===== src/rtl/complement_unit_arbiter.sv =====
// Two-requester round-robin arbiter sharing one complement unit; one transaction in flight.
// Optional WAIT watchdog (ERR state, err flag) is compiled in by defining ARB_WATCHDOG_EN.
module complement_unit_arbiter #(
  parameter int unsigned TIMEOUT  = 8,
  parameter logic        CI_VALUE = 1'b0
) (
  input  logic       clk,
  input  logic       rst,
  input  logic       req0,
  input  logic [3:0] a0,
  input  logic [3:0] b0,
  input  logic       req1,
  input  logic [3:0] a1,
  input  logic [3:0] b1,
  output logic       ack0,
  output logic       ack1,
  output logic [3:0] result,
  output logic       err,
  output logic       busy,
  output logic       unit_sel,
  output logic [3:0] unit_a,
  output logic [3:0] unit_b,
  output logic       unit_ci,
  input  logic [3:0] unit_sum,
  input  logic       unit_finish
);

  if (TIMEOUT < 2 || TIMEOUT > 15) begin : g_timeout_range
    $error("complement_unit_arbiter: TIMEOUT must be in 2..15");
  end

`ifdef ARB_WATCHDOG_EN
  typedef enum logic [2:0] {S_IDLE, S_START, S_WAIT, S_DONE, S_ERR} state_t;
`else
  typedef enum logic [2:0] {S_IDLE, S_START, S_WAIT, S_DONE} state_t;
`endif

  state_t     state_q, state_d;
  logic [3:0] opa_q, opa_d;
  logic [3:0] opb_q, opb_d;
  logic       gnt_q, gnt_d;
  logic       last_q, last_d;
  logic [3:0] result_q, result_d;
  logic       win;
  logic       ack_phase;

`ifdef ARB_WATCHDOG_EN
  localparam logic [3:0] CNT_LAST = 4'(TIMEOUT - 1);
  logic [3:0] cnt_q, cnt_d;
  logic       err_q, err_d;
`endif

  always_ff @(posedge clk or posedge rst) begin
    if (rst) begin
      state_q  <= S_IDLE;
      opa_q    <= '0;
      opb_q    <= '0;
      gnt_q    <= 1'b0;
      last_q   <= 1'b1;
      result_q <= '0;
`ifdef ARB_WATCHDOG_EN
      cnt_q    <= '0;
      err_q    <= 1'b0;
`endif
    end else begin
      state_q  <= state_d;
      opa_q    <= opa_d;
      opb_q    <= opb_d;
      gnt_q    <= gnt_d;
      last_q   <= last_d;
      result_q <= result_d;
`ifdef ARB_WATCHDOG_EN
      cnt_q    <= cnt_d;
      err_q    <= err_d;
`endif
    end
  end

  always_comb begin
    state_d  = state_q;
    opa_d    = opa_q;
    opb_d    = opb_q;
    gnt_d    = gnt_q;
    last_d   = last_q;
    result_d = result_q;
    win      = 1'b0;
`ifdef ARB_WATCHDOG_EN
    cnt_d    = cnt_q;
    err_d    = err_q;
`endif
    case (state_q)
      S_IDLE: begin
        if (req0 || req1) begin
          // On a tie the requester not granted last wins.
          win    = (req0 && req1) ? ~last_q : req1;
          gnt_d  = win;
          last_d = win;
          opa_d  = win ? a1 : a0;
          opb_d  = win ? b1 : b0;
`ifdef ARB_WATCHDOG_EN
          err_d  = 1'b0;
`endif
          state_d = S_START;
        end
      end
      S_START: begin
`ifdef ARB_WATCHDOG_EN
        cnt_d = '0;
`endif
        state_d = S_WAIT;
      end
      S_WAIT: begin
        if (unit_finish) begin
          result_d = unit_sum;
          state_d  = S_DONE;
        end
`ifdef ARB_WATCHDOG_EN
        else if (cnt_q == CNT_LAST) begin
          // Flag and clear result on entry so ERR presents them with its ack.
          err_d    = 1'b1;
          result_d = '0;
          state_d  = S_ERR;
        end else begin
          cnt_d = cnt_q + 4'd1;
        end
`endif
      end
      S_DONE: state_d = S_IDLE;
`ifdef ARB_WATCHDOG_EN
      S_ERR:  state_d = S_IDLE;
`endif
      default: state_d = S_IDLE;
    endcase
  end

`ifdef ARB_WATCHDOG_EN
  assign ack_phase = (state_q == S_DONE) || (state_q == S_ERR);
  assign err       = err_q;
`else
  assign ack_phase = (state_q == S_DONE);
  assign err       = 1'b0;
`endif

  assign ack0     = ack_phase && !gnt_q;
  assign ack1     = ack_phase &&  gnt_q;
  assign busy     = (state_q != S_IDLE);
  assign unit_sel = (state_q == S_START);
  assign unit_a   = opa_q;
  assign unit_b   = opb_q;
  assign unit_ci  = CI_VALUE;
  assign result   = result_q;

endmodule


===== config.mk =====
export PLATFORM = sky130hd
export DESIGN_NAME = complement_unit_arbiter
export DESIGN_NICKNAME = d
export VERILOG_FILES = /design/src/rtl/complement_unit_arbiter.sv
export SDC_FILE = /design/constraint.sdc
export NUM_CORES = 1
export LEC_CHECK = 0
export ABC_AREA = 0
export BUFFER_PORTS_ARGS = -buffer_cell sky130_fd_sc_hd__buf_2
export CORE_MARGIN = 2
export CORE_UTILIZATION = 40
export DETAILED_ROUTE_END_ITERATION = 12
export PLACE_DENSITY = 0.76
export REMOVE_ABC_BUFFERS = 1
export SYNTH_ARGS = -nofsm -noshare
export SYNTH_HDL_FRONTEND = slang
export SYNTH_SLANG_ARGS = --single-unit

===== constraint.sdc =====
create_clock -name clk -period 1.8 [get_ports clk]
set_input_delay 0.09 -clock clk [delete_from_list [all_inputs] [get_ports clk]]
set_output_delay 0.09 -clock clk [all_outputs]
set_load 0.005 [all_outputs]

==> flow_summary.yaml <==
setup_path:
  r2r_start: "state_q[0]$_DFFE_PP0P_"
  max_stage_delay_ps: 490
  worstPathArrival_ps: 1800
  reg2reg_setup_slack_ps: 220
  crit_type: "register to register"
  cp.required_ps: 2020
  cp_slowest_cell: "or4_1"
  critPathLaunchType: "register"
  rr_worst_depth: 5
  reg2reg_to: "state_q[0]$_DFFE_PP0P_"
  cp_max_fo: 7
  path_cells: "inv_1, ha_1, nor3b_1, or4_1, o21ai_0"
  critPathCaptureType: "register"
route:
  wl_um: 1730
  drt-vias-per-instance: 4.82
  wire_per_inst_um: 11.4
  first_pass_iters: 4
  ant_nets: 0
  drt_iter0_drc: 6
  via_count: 733
  drc_errors: 0
clocking:
  cts_hold_buf: 1
  cts_resized: 0
  path_clk_slew_ps: 100
  root_buffer: "clkbuf_4"
  max-clock-path-buffers: 2
  cts_tree: "built"
  clk_latency_ps: 290
  cts_made_buffers: 3
  cts_setup_buffers: 0
  htreeDepth: 1
  clock-sinks: 16
final_layout:
  syn_to_final_growth_pct: 32.8
  layout-drive-gt1-share_pct: 41.6
  final_util_pct: 54.9
  antenna_cells: 0
  fin_nets: 155
global_routing:
  overflow: 0
  grt_pass1_wl_um: 3030
  grt_usage_pct: 16.9
  grt_pass1_vias: 692
  grt_max_degree: 17
  grt_antenna_before_repair: 0
power:
  p_leak_nw: 0.542
  p_int_mw: 1.04
  pwr-share-seq_pct: 40.4
  power.density_nw_per_um2: 1550
  clkPwrFrac_pct: 14.9
  power_frac_comb_pct: 44.7
  sw_frac_of_total_pct: 36.3
  switchingPower_mw: 0.595
  ir_drop_v: 0.000826
synth:
  syn-cell-area_sq_um: 795
  synth_edf_count: 0
  yosysTopAreaCellShare_pct: 47.2
  yosys-top-cells-area: "dfrtp_1 47%, a21oi_1 11%, mux2_2 7.1%, ha_1 6.3%, nand2_1 4.7%"
  yosysMostFrequentCell: "a21oi_1"
  ys.flop_type: "dfrtp_1"
  synthTopCellsByCount: "17 x a21oi_1, 15 x dfrtp_1, 10 x nand2_1, 10 x nor2_1, 5 x mux2_2"
  synth_top_area_cell: "dfrtp_1"
  synth_seq_area_share_pct: 50.6
  synth-seq-cells: 16
  syn_avg_cell_area_sq_um: 9.57
  ys_warn_count: 0
  ys_types: 22
  async_flop_share_pct: 100
  syn_inst: 83
placed_design:
  gp_congestion: 0.753
  dp_hpwl_um: 1350
  port_buffers: 40
floorplanning:
  ioPinCount: 43
  die_h_um: 48.6
  core.rowCount: 16
  dieArea_sq_um: 2360
  initial_core_util_pct: 41.3
  die_w_um: 48.6
  core_area_sq_um: 1920
sta:
  setup_violations: 0
  max_slew.worst_pin.slew_ps: 646
  fin_crit_ps: 1580
  fmax_ghz: 0.633
  final-hold-violation-count: 0
  fin_setup_tns_ps: 0
  slew_headroom_pct: 56.6
  slew_violations: 0
  finalClockSkew_ps: 4.12
  finalCritPeriodShare_pct: 87.8
  rsz0062_at_grt: "no"
outcome:
  outcome: "finished clean"
job:
  cap_viol_max_count: 0
hold_path:
  min_to: "unit_a[1]$_DFFE_PP0P_"
  hold_path_class: "input port to register"
  hp-start: "a0[1]"
  worstHoldPathCells: 3
==> cell type report <==
class / instances / area (sq um)
Tap cell: 27 / 33.8
Timing Repair Buffer: 41 / 210
Fill cell: 190 / 867
Multi-Input combinational cell: 60 / 358
Sequential cell: 16 / 402
Inverter: 4 / 15.0
Clock buffer: 4 / 36.3
==> registers in the layout (all words and copies together) (netlist names) <==
signal   cells
unit_a       4
unit_b       4
gnt_q        1
result       4
last_q       1
state_q      2
==> routing by layer <==
metal	vias up	wire, um	part of all wire, %	GRT usage [%]
met5	-	0	0	0
met3	5	115	6.7	4.01
met4	0	47	2.7	10.0
met1	343	716	41	20.7
met2	25	847	49	27.3
li1	360	-	-	-
==> metrics by stage <==
step	setup WS (ps)	instance area (sq um)	hold WS (ps)	instances	power [mW]
6_report	219	1050	12.1	152	1.64
3_3_place_gp	306	1010	182	147	1.37
3_5_place_dp	234	1010	195	147	1.41
2_1_floorplan	352	774	3.02	80	1.11
4_1_cts	210	1050	14.7	152	1.65
5_1_grt	84.8	1050	15.0	152	1.80
==> worst max-delay path, delay by kind of cell (launching register included) <==
family	cells	cell delay (ps)
compound gates	1	90
fa+ha+maj	1	270
buf+inv	1	90
flops	1	390
simple gates	2	670
==> worst max path at each step <==
stage / end / startpoint / slack, ps / cells after the start
after floorplan: state_q[0]$_DFFE_PP0P_ / state_q[0]$_DFFE_PP0P_ / 350 / 5
after global placement: state_q[0]$_DFFE_PP0P_ / state_q[0]$_DFFE_PP0P_ / 310 / 5
after detailed placement: state_q[0]$_DFFE_PP0P_ / state_q[0]$_DFFE_PP0P_ / 230 / 5
after CTS: state_q[0]$_DFFE_PP0P_ / state_q[0]$_DFFE_PP0P_ / 210 / 5
after global routing: state_q[1]$_DFFE_PP0P_ / state_q[0]$_DFFE_PP0P_ / 80 / 5
final: state_q[0]$_DFFE_PP0P_ / state_q[0]$_DFFE_PP0P_ / 220 / 5
==> power groups by stage <==
stage / sequential [mW] / combinational [mW] / clock (mW)
floorplan: 0.671 / 0.437 / 0
global placement: 0.659 / 0.714 / 0
detailed placement: 0.670 / 0.742 / 0
CTS: 0.665 / 0.744 / 0.245
global route: 0.688 / 0.847 / 0.266
finish: 0.662 / 0.732 / 0.244
==> layout by cell type, fill, tap and decap left out, drive strengths merged, types with 2 or more instances in the layout <==
cell type  synthesis  final
clkbuf             1      4
a21oi             17     17
dfrtp             15     15
conb               1      2
nand2             10     10
o21ai              3      3
ha                 4      4
mux2               5      5
nor2b              2      2
buf                3     40
inv                4      4
nor2              10     10
==> cells by family after synthesis <==
| family | share of synthesized area [%] |
|---|---|
| flip-flops | 50.6 |
| multiplexers | 7.09 |
| buffers and inverters | 4.88 |
| AND/OR/NAND/NOR | 13.7 |
| other | 0.472 |
| adder cells (fa/ha/maj) | 6.30 |
| AO/OA/AOI/OAI | 17.0 |
No activity file was read; power rests on OpenSTA's default activity.
